===== src/rtl/bcd_stopwatch_ctrl_if.sv =====
// Command/display bundle between the push-button front end and the stopwatch
// controller. The controller takes the slave side; whoever issues the button
// pulses and reads the display takes the master side.
interface bcd_stopwatch_ctrl_if #(
    parameter int NDIGITS = 4
);
    logic                   i_start;
    logic                   i_stop;
    logic                   i_clear;
    logic                   i_lap;
    logic [4*NDIGITS-1:0]   o_bcd_out;
    logic                   o_running;
    logic                   o_tick;
    logic                   o_overflow;

    modport master (
        output i_start, i_stop, i_clear, i_lap,
        input  o_bcd_out, o_running, o_tick, o_overflow
    );

    modport slave (
        input  i_start, i_stop, i_clear, i_lap,
        output o_bcd_out, o_running, o_tick, o_overflow
    );
endinterface


===== src/rtl/bcd_stopwatch_ctrl.sv =====
// BCD stopwatch controller: prescaled count tick, start/stop/clear FSM and a
// cascade of NDIGITS decimal digits with sticky wrap flag.
// Optional lap/display-freeze feature is built when LAP_HOLD_EN is defined.
//
// state   | meaning
// S_IDLE  | cleared, prescaler and digits at zero, waiting for start
// S_RUN   | prescaler counting, digits advance on every tick
// S_PAUSE | counting frozen, prescaler phase kept for resume
module bcd_stopwatch_ctrl #(
    parameter int NDIGITS  = 4,
    parameter int PRESCALE = 100000
) (
    input  logic                   clk,
    input  logic                   rst,
    bcd_stopwatch_ctrl_if.slave    bus
);
    localparam int           PW     = $clog2(PRESCALE);
    localparam logic [PW-1:0] PS_MAX = PW'(PRESCALE - 1);

    typedef enum logic [1:0] {S_IDLE, S_RUN, S_PAUSE} state_t;

    state_t                 r_state;
    state_t                 w_state_nxt;
    logic [PW-1:0]          r_presc;
    logic [4*NDIGITS-1:0]   r_digits;
    logic [4*NDIGITS-1:0]   w_digits_inc;
    logic                   w_all9;
    logic                   w_tick;
    logic                   r_tick;
    logic                   r_running;
    logic                   r_overflow;

    assign w_tick = (r_state == S_RUN) && (r_presc == PS_MAX);

    // FSM state register
    always_ff @(posedge clk) begin
        if (rst) r_state <= S_IDLE;
        else     r_state <= w_state_nxt;
    end

    // Next state: clear beats everything, stop beats start only while running
    always_comb begin
        w_state_nxt = r_state;
        if (bus.i_clear) begin
            w_state_nxt = S_IDLE;
        end else begin
            case (r_state)
                S_IDLE:  if (bus.i_start) w_state_nxt = S_RUN;
                S_RUN:   if (bus.i_stop)  w_state_nxt = S_PAUSE;
                S_PAUSE: if (bus.i_start) w_state_nxt = S_RUN;
                default: w_state_nxt = S_IDLE;
            endcase
        end
    end

    // Decimal ripple: a digit advances only when every lower digit is at 9
    always_comb begin
        logic v_carry;
        w_digits_inc = r_digits;
        v_carry      = 1'b1;
        for (int k = 0; k < NDIGITS; k++) begin
            if (v_carry) begin
                w_digits_inc[4*k +: 4] = (r_digits[4*k +: 4] == 4'd9) ? 4'd0
                                         : r_digits[4*k +: 4] + 4'd1;
            end
            v_carry = v_carry && (r_digits[4*k +: 4] == 4'd9);
        end
        w_all9 = v_carry;
    end

    // Prescaler runs only in RUN and holds its phase through PAUSE
    always_ff @(posedge clk) begin
        if (rst || bus.i_clear)    r_presc <= '0;
        else if (r_state == S_RUN) r_presc <= w_tick ? '0 : r_presc + PW'(1);
    end

    // Digit chain, wrap flag and status outputs
    always_ff @(posedge clk) begin
        if (rst) begin
            r_digits   <= '0;
            r_tick     <= 1'b0;
            r_running  <= 1'b0;
            r_overflow <= 1'b0;
        end else begin
            r_tick    <= w_tick && !bus.i_clear;
            r_running <= (w_state_nxt == S_RUN);
            if (bus.i_clear) begin
                r_digits   <= '0;
                r_overflow <= 1'b0;
            end else if (w_tick) begin
                r_digits <= w_digits_inc;
                if (w_all9) r_overflow <= 1'b1;
            end
        end
    end

    assign bus.o_running  = r_running;
    assign bus.o_tick     = r_tick;
    assign bus.o_overflow = r_overflow;

`ifdef LAP_HOLD_EN
    logic                   r_freeze;
    logic [4*NDIGITS-1:0]   r_hold;

    // Lap toggles the display freeze; entering freeze snapshots the live digits
    always_ff @(posedge clk) begin
        if (rst) begin
            r_freeze <= 1'b0;
            r_hold   <= '0;
        end else if (bus.i_clear) begin
            r_freeze <= 1'b0;
        end else if (bus.i_lap && (r_state != S_IDLE)) begin
            r_freeze <= ~r_freeze;
            if (!r_freeze) r_hold <= r_digits;
        end
    end

    assign bus.o_bcd_out = r_freeze ? r_hold : r_digits;
`else
    logic w_lap_unused;
    assign w_lap_unused  = bus.i_lap;
    assign bus.o_bcd_out = r_digits;
`endif
endmodule


===== src/flat_wrapper.sv =====
// flat-port wrapper written by rule: the top's interface ports become plain ports
module bcd_stopwatch_ctrl_flat 
#(
    parameter int NDIGITS  = 4,
    parameter int PRESCALE = 100000
)
  (clk, rst, bus_i_start, bus_i_stop, bus_i_clear, bus_i_lap, bus_o_bcd_out, bus_o_running, bus_o_tick, bus_o_overflow);
  bcd_stopwatch_ctrl_if #(.NDIGITS(NDIGITS)) bus_i ();
  input  logic clk;
  input  logic rst;
  input wire logic [$bits(bus_i.i_start)-1:0] bus_i_start;
  input wire logic [$bits(bus_i.i_stop)-1:0] bus_i_stop;
  input wire logic [$bits(bus_i.i_clear)-1:0] bus_i_clear;
  input wire logic [$bits(bus_i.i_lap)-1:0] bus_i_lap;
  output wire logic [$bits(bus_i.o_bcd_out)-1:0] bus_o_bcd_out;
  output wire logic [$bits(bus_i.o_running)-1:0] bus_o_running;
  output wire logic [$bits(bus_i.o_tick)-1:0] bus_o_tick;
  output wire logic [$bits(bus_i.o_overflow)-1:0] bus_o_overflow;
  assign bus_i.i_start = bus_i_start;
  assign bus_i.i_stop = bus_i_stop;
  assign bus_i.i_clear = bus_i_clear;
  assign bus_i.i_lap = bus_i_lap;
  assign bus_o_bcd_out = bus_i.o_bcd_out;
  assign bus_o_running = bus_i.o_running;
  assign bus_o_tick = bus_i.o_tick;
  assign bus_o_overflow = bus_i.o_overflow;
  bcd_stopwatch_ctrl #(.NDIGITS(NDIGITS), .PRESCALE(PRESCALE)) u_core (.clk(clk), .rst(rst), .bus(bus_i));
endmodule

===== config.mk =====
export PLATFORM = sky130hd
export DESIGN_NAME = bcd_stopwatch_ctrl_flat
export DESIGN_NICKNAME = d
export VERILOG_FILES = /design/src/rtl/bcd_stopwatch_ctrl_if.sv /design/src/rtl/bcd_stopwatch_ctrl.sv /design/src/flat_wrapper.sv
export SDC_FILE = /design/constraint.sdc
export NUM_CORES = 1
export LEC_CHECK = 0
export CORE_AREA = 5 5 75 60
export CTS_BUF_LIST = sky130_fd_sc_hd__clkbuf_4 sky130_fd_sc_hd__clkbuf_8
export DETAILED_ROUTE_END_ITERATION = 8
export DIE_AREA = 0 0 80 65
export GPL_TIMING_DRIVEN = 0
export PLACE_DENSITY = 0.81
export RECOVER_POWER = 100
export SETUP_SLACK_MARGIN = 0.15
export SLEW_MARGIN = 40
export SYNTH_ARGS = -nofsm -noshare
export SYNTH_HDL_FRONTEND = slang
export SYNTH_SLANG_ARGS = --single-unit

===== constraint.sdc =====
create_clock -name clk -period 6 [get_ports clk]
set_input_delay 0.9 -clock clk [delete_from_list [all_inputs] [get_ports clk]]
set_output_delay 0.9 -clock clk [all_outputs]
set_load 0.01 [all_outputs]

; ---- Word-level counts from Yosys, hierarchy flattened
; Index checks and enable logic that the tools add are counted.
[totals]
elab_cells = 45
ff_bits = 38
[classes]
add_sub_neg = 5
mux = 9
eq_ne = 8
reduce_logical = 14
[op_table]
columns = op, count
row1 = "17-bit by 1-bit adder with 17-bit output, second input constant", 1
row2 = "17-bit equality test, second input constant", 1
row3 = 17-bit two-way mux, 1
row4 = "4-bit by 1-bit adder with 4-bit output, second input constant", 4
row5 = "4-bit equality test, second input constant", 4
row6 = 4-bit two-way mux, 4
row7 = 2-bit AND reduction, 4
row8 = 2-bit two-way mux, 3
row9 = 1-bit logical AND, 5
row10 = "2-bit by 1-bit equality test with 1-bit output, second input constant", 2
row11 = 2-bit one-hot mux with 2 select lines, 1
row12 = 2-bit OR reduction, 2
row13 = "2-bit equality test, second input constant", 1
row14 = 2-bit zero test, 1
row15 = 1-bit zero test, 1
row16 = 1-bit logical OR, 1

; ---- Longest topological paths before layout
; Gate-level depths: netlist of run 1.
[logic_depth]
word_depth = 5
depth_mapped = 7
mapped_depth_nobuf = 6

; ---- Worst setup path after synthesis of run 1
; No wires, ideal clock.
[synth_path]
path_type = reg2reg
from = register u_core.r_digits[3], in the netlist u_core.bus.o_bcd_out[3]
to = register u_core.r_digits[14], in the netlist u_core.bus.o_bcd_out[14]
synth_period_minus_slack_ps = 1924
path_stages_with_launch = 7
setup_slack_ps = 4076
t_arrival_ps = 1807
t_required_ps = 5884
path_cell_list = dfxtp_1 > or3b_2 > nor4_4 > and2_0 > buf_2 > a31oi_1 > a41o_1
[synth_via]
elab_chain_cells = 4
[synth_rtl]
columns = element, line_no
row1 = start: declaration, bcd_stopwatch_ctrl.sv:25  ; logic [4*NDIGITS-1:0] r_digits;
row2 = start signal: assignment, bcd_stopwatch_ctrl.sv:91  ; r_digits <= w_digits_inc;
row3 = 4-bit equality test, bcd_stopwatch_ctrl.sv:66  ; v_carry = v_carry && (r_digits[4*k +: 4] == 4'd9);
row4 = 1-bit logical AND (2 in a row), bcd_stopwatch_ctrl.sv:66
row5 = 2-bit AND reduction (no source line), -
; Every way passes these cells.
; A chain may end at the register's enable or synchronous reset.

; ---- Worst setup path in the final report of run 1
[layout_path]
from = register u_core.r_presc[0]
to = register u_core.r_presc[15]
[layout_via]
elab_chain_cells = 3
[layout_rtl]
columns = element, line_no
row1 = start: declaration, bcd_stopwatch_ctrl.sv:24  ; logic [PW-1:0] r_presc;
row2 = start signal: assignment, bcd_stopwatch_ctrl.sv:74  ; else if (r_state == S_RUN) r_presc <= w_tick ? '0 : r_presc + PW'(1);
row3 = "parallel branches: the longest is 2 deep, another holds 17-bit by 1-bit adder with 17-bit output", -
row4 = 17-bit two-way mux *, bcd_stopwatch_ctrl.sv:74
; Every way passes the cells marked *.

==> results.toml, run 1 <==
[critical_path]
startpoint = "u_core.r_presc[0]"
worstSetupPathType = "reg2reg"
cp_common_cell = "nand2_1"
crit_path_cell_trace = "ha_1, nand3_1, nor3_1, nand2_1, nand2_1, clkbuf_1, nor2_1"
crit_required_ns = 6.17
r2r-start = "u_core.r_presc[0]"
critPathMaxStageDelay_ns = 0.63
start_kind = "register"
crit_slowest_cell = "nor3_1"
critPathArrivalTime_ns = 2.65
end_kind = "register"
critPathMaxFanout = 10
r2r_cells = 7

[worst_hold_path]
hp-class = "reg2reg"
holdPathStages = 2
min_from = "u_core.bus.o_overflow"

[routing]
num_vias = 1520
via_per_inst = 5.22
drtIter0Drc = 55
drt-pass1-iter-count = 4
ant_nets = 0
drc = 0
wl_um = 3660
wl_per_cell_um = 12.6

[sta]
rsz0062_at_grt = "false"
max_freq_ghz = 0.404
worstMarginPinSlew_ns = 0.809
timing.final.crit_share_pct = 41.3
finalSetupViolCount = 0
clock_skew_ns = 0.00374
setup_slack_ns = 3.52
tns_ns = 0
slew_headroom_pct = 45.6
hold_violations = 0
fin_crit_ns = 2.48
slew_viol_final = 0

[logic_synthesis]
synthDistinctLibCells = 40
synth-simple-area-share_pct = 35.9
yosysSeqAreaShare_pct = 42.9
synth_area_leaders = "dfxtp_1 (43%), nor2_1 (7.0%), xor2_1 (6.9%)"
synth_edf_count = 0
synthFlopType = "dfxtp_1"
syn_avg_cell_area_sq_um = 8.61
ys_ff_latch = 38
synthArstFlopShare_pct = 0
synth_area_sq_um = 1770
synthMuxAreaShare_pct = 0.564
synthDominantCellAreaShare_pct = 42.9
synth_xor_xnor_area_share_pct = 9.87
yosysWarningCount = 0
synthCells = 206
synth_top_area_cell = "dfxtp_1"
syn_nets = 213
synth_adder_area_share_pct = 0.705
synth_top_family_by_area = "simple AND/OR/NAND/NOR gates"
synth_compound_area_share_pct = 8.67

[pwr]
p_total_uw = 441
ir_drop_mv = 0.128
power_density_nw_per_um2 = 207
p_leak_nw = 0.780

[grt]
met3_usage_pct = 4.03
grt.total_usage_pct = 15.7
overflow = 0
antenna_found_initial = 0
grt_pass1_wl_um = 6340
grt_start_max_net_pins = 11
grt_util_met1_pct = 21.2
grt_pass1_vias = 1364
use_met2_pct = 22.8
gr-max-usage-layer = "met2"

[floorplan]
start_util_pct = 46.6
die_area_sq_um = 5200
coreArea_sq_um = 3800
die_x_um = 80
dieHeight_um = 65
io-pin-count = 25
num_rows = 20

[cts]
clock_latency_ns = 0.30
htree_num_levels = 2
cts_setup_buffers = 0
cts_sinks = 38
cts_tree = "done"
cts_made_buffers = 5
cts_resized = 0
clockRootBuffer = "clkbuf_8"
clk_pin_slew_ns = 0.07
cts_buffer_depth = 2
cts_hold_buf = 0

[final_layout]
nets = 243
area_growth_pct = 20.1
drive_gt1_share_pct = 5.08
diodes = 0
final_core_util_pct = 56.0
stdcell_count = 291

[run]
max_cap_violations = 0

[placement]
dp_slack_ns = 3.57
globalplace.congestion = 0.797
dp_hpwl_um = 2690
placed_cells = 284
portBuffers = 23

[outcome]
status = "complete, no violations"
==> worst paths after layout <==
path | endpoint | slack [ns]
setup reg to reg | u_core.r_presc[15] | 3.52
hold reg to reg | u_core.bus.o_overflow | 0.46
hold / removal | u_core.bus.o_overflow | 0.46
setup / recovery | u_core.r_presc[15] | 3.52
==> worst max-delay path: cells and delay by family, from the launching register on <==
family / cells / cell delay (ns)
buf+inv: 1 / 0.38
simple gates: 5 / 1.39
fa+ha+maj: 1 / 0.22
flops: 1 / 0.37
==> flip-flops by register name (all words and copies together) (netlist names) <==
register,count
u_core.bus.o_overflow,1
u_core.r_state,2
u_core.bus.o_tick,1
u_core.r_presc,17
u_core.bus.o_running,1
u_core.bus.o_bcd_out,16
==> cells in the final DEF, fill, tap and decap left out, types with 2 or more instances in the layout <==
master | netlist | final
dfxtp_1 | 38 | 38
nor2_1 | 33 | 33
dlygate4sd3_1 | 0 | 20
nand2_1 | 19 | 19
xor2_1 | 14 | 14
nand3_1 | 12 | 12
nor2b_1 | 12 | 12
a21oi_1 | 11 | 11
o21ai_0 | 7 | 7
xnor2_1 | 6 | 6
clkbuf_1 | 3 | 5
clkbuf_8 | 0 | 5
nor3_1 | 3 | 4
a31oi_1 | 4 | 4
nand4_1 | 4 | 4
or3_1 | 4 | 4
nor4_1 | 2 | 3
a41o_1 | 3 | 3
and3_1 | 3 | 3
clkdlybuf4s50_1 | 0 | 3
nand2b_1 | 2 | 2
nand4bb_1 | 2 | 2
nand3b_1 | 2 | 2
clkbuf_4 | 0 | 2
==> metrics by stage <==
stage	area [sq um]	hold slack (ns)
2_1_floorplan	1770	0.449
3_3_place_gp	2070	0.450
3_5_place_dp	2070	0.462
4_1_cts	2160	0.478
5_1_grt	2130	0.497
6_report	2130	0.464
==> cells in the mapped netlist, drive strengths merged, types with 2 or more instances <==
cell type   n
nor3        4
nor2b      12
nand3b      2
nand4bb     2
nand2b      2
xnor2       6
and3        3
o21ai       7
buf         2
a31oi       4
and2        2
clkbuf      3
nor4        4
or3         4
dfxtp      38
nand3      12
a21oi      11
nand4       4
xor2       14
nand2      20
a41o        3
nor2       34
==> area by class of cell <==
type / count / area, sq um
plain buffers: 5 / 18.8
repair buffers: 23 / 230
multi-input cells: 162 / 965
flip-flops and latches: 38 / 761
inverters: 1 / 3.75
well taps: 55 / 68.8
clock buffers: 7 / 83.8
fillers: 344 / 1670
==> layer usage <==
layer,vias up,share of wire [%]
met5,-,0
met4,0,2.2
met3,8,6.4
met2,43,43
met1,686,48
li1,783,-
==> report_power, final <==
group / total [mW] / internal [mW] / switching [mW]
sequential: 0.254 / 0.253 / 0.000559
combinational: 0.0121 / 0.00450 / 0.00757
clock: 0.175 / 0.0890 / 0.0862
==> kinds of logic after synthesis <==
| family | after synthesis |
|---|---|
| xor gates and xnor gates | 20 |
| adders and majority gates | 1 |
| buffers and inverters | 6 |
| muxes | 1 |
| and+or+nand+nor | 114 |
| DFF | 38 |
| AOI/OAI and AO/OA | 26 |
Note: power is estimated with default switching activity, not from simulation.
==> inputs of run 2 (changes only) <==
==> constraint.sdc (replaced) <==
create_clock -name clk -period 2.3 [get_ports clk]
set_input_delay 0.345 -clock clk [delete_from_list [all_inputs] [get_ports clk]]
set_output_delay 0.345 -clock clk [all_outputs]
set_load 0.01 [all_outputs]
==> run 2 against run 1 <==
- core utilization rose by 1.4 points
- clock power grew to 2.6 times the previous value
- largest power group unchanged
- worst setup slack lost 3.3 ns
- critical path type unchanged
- hold slack barely moved
==> results.toml, run 2 (synthesis results as in run 1) <==
[outcome]
status = "complete, no violations"

[placement]
globalplace.congestion = 0.797
placed_cell_area_sq_um = 2070
placed_cells = 284
dp_hpwl_um = 2690
portBuffers = 23

[grt]
overflow = 0
grt_start_max_net_pins = 11
antenna_found_initial = 0
grt.total_usage_pct = 15.7
grt_pass1_wl_um = 6340
grt_pass1_vias = 1364

[cts]
cts_sinks = 38
clk_pin_slew_ns = 0.07
clockRootBuffer = "clkbuf_8"
cts_hold_buf = 0
cts_tree = "done"
cts_buffer_depth = 2
cts_made_buffers = 5
htree_num_levels = 2
clock_latency_ns = 0.30

[final_layout]
drive_gt1_share_pct = 8.02
multi_input_comb_area_sq_um = 1010
largest_reg_flops = 17
layout_commonest_cell = "dfxtp_1"
final_cell_mix = "dfxtp_1 (38), nor2_1 (33), nand2_1 (20), dlygate4sd3_1 (20), xor2_1 (14)"
regMostFlops = "u_core.r_presc"
nets = 244
final-seq-area_sq_um = 761
fin_area_sq_um = 2180
stdcell_count = 292
diodes = 0
fillers = 336
area_growth_pct = 23.1

[routing]
drtIter0Drc = 55
wl_um = 3700
via_per_inst = 5.19
drc = 0
num_vias = 1515
wl_per_cell_um = 12.7
ant_nets = 0
drt-pass1-iter-count = 4

[sta]
fin_crit_ns = 2.08
finalSetupViolCount = 0
clock_skew_ns = 0.00336
holdWs_ns = 0.464
slew_headroom_pct = 59.2
timing.final.crit_share_pct = 90.5
rsz0062_at_grt = "false"
max_freq_ghz = 0.480
hold_violations = 0
worstMarginPinSlew_ns = 0.606
tns_ns = 0
slew_viol_final = 0

[floorplan]
start_util_pct = 46.6
die_x_um = 80
die_area_sq_um = 5200
io-pin-count = 25
coreArea_sq_um = 3800
dieHeight_um = 65
num_rows = 20

[critical_path]
critPathArrivalTime_ns = 2.31
worstSetupPathType = "reg2reg"
critPathMaxFanout = 5
crit_required_ns = 2.52
start_kind = "register"
end_kind = "register"

[run]
max_cap_violations = 0

[pwr]
p_leak_nw = 0.828
p_total_mw = 1.15
ir_drop_mv = 0.332
power_density_nw_per_um2 = 526

[worst_hold_path]
hp-class = "reg2reg"
## run 2: path summary, 6_finish.rpt
check,endpoint,depth (start not counted),slack (ns),start
hold reg to reg,u_core.bus.o_overflow,2,0.46,u_core.bus.o_overflow
setup reg to reg,u_core.bus.o_bcd_out[13],5,0.22,u_core.r_presc[6]
setup / recovery,u_core.bus.o_bcd_out[13],5,0.22,u_core.r_presc[6]
hold / removal,u_core.bus.o_overflow,2,0.46,u_core.bus.o_overflow
## run 2: critical path: stages, from the launching register on
cell and delay, ns:
dfxtp_1 0.35, or4b_4 0.59, nor4_4 0.33, nand2_1 0.16, or4_1 0.41, a21oi_1 0.16
## run 2: per-layer routing
layer | GRT usage (%) | routed length (um) | share of wire, %
met1 | 21.2 | 1820 | 49
met4 | 8.23 | 79 | 2.1
met2 | 22.8 | 1620 | 44
met3 | 4.03 | 180 | 4.9
met5 | 0 | 0 | 0
## run 2: layout make-up
cell class	instances	area share, %
Clock buffer	7	3.84
Inverter	1	0.172
Timing Repair Buffer	24	10.9
Buffer	5	0.974
Sequential cell	38	34.8
Tap cell	55	3.15
Multi-Input combinational cell	162	46.2
## run 2: stage by stage
step,setup slack [ns],util (%)
after detailed placement,0.215,54.5
after floorplan,0.376,-
after global routing,0.128,57.4
after CTS,0.171,56.7
final,0.218,57.4
after global placement,0.218,54.5
## run 2: report_power, final
part / leakage (nW) / internal, mW / switching, mW
clock network: 0.0452 / 0.232 / 0.224
logic: 0.477 / 0.0120 / 0.0198
registers: 0.306 / 0.660 / 0.00144
## run 2: what timing repair did
| item | 4_1_cts | 5_1_grt |
|---|---|---|
| setup buffers | 0 | 1 |
| resized for setup | 0 | 4 |
| endpoints found under the setup margin | 0 | 14 |
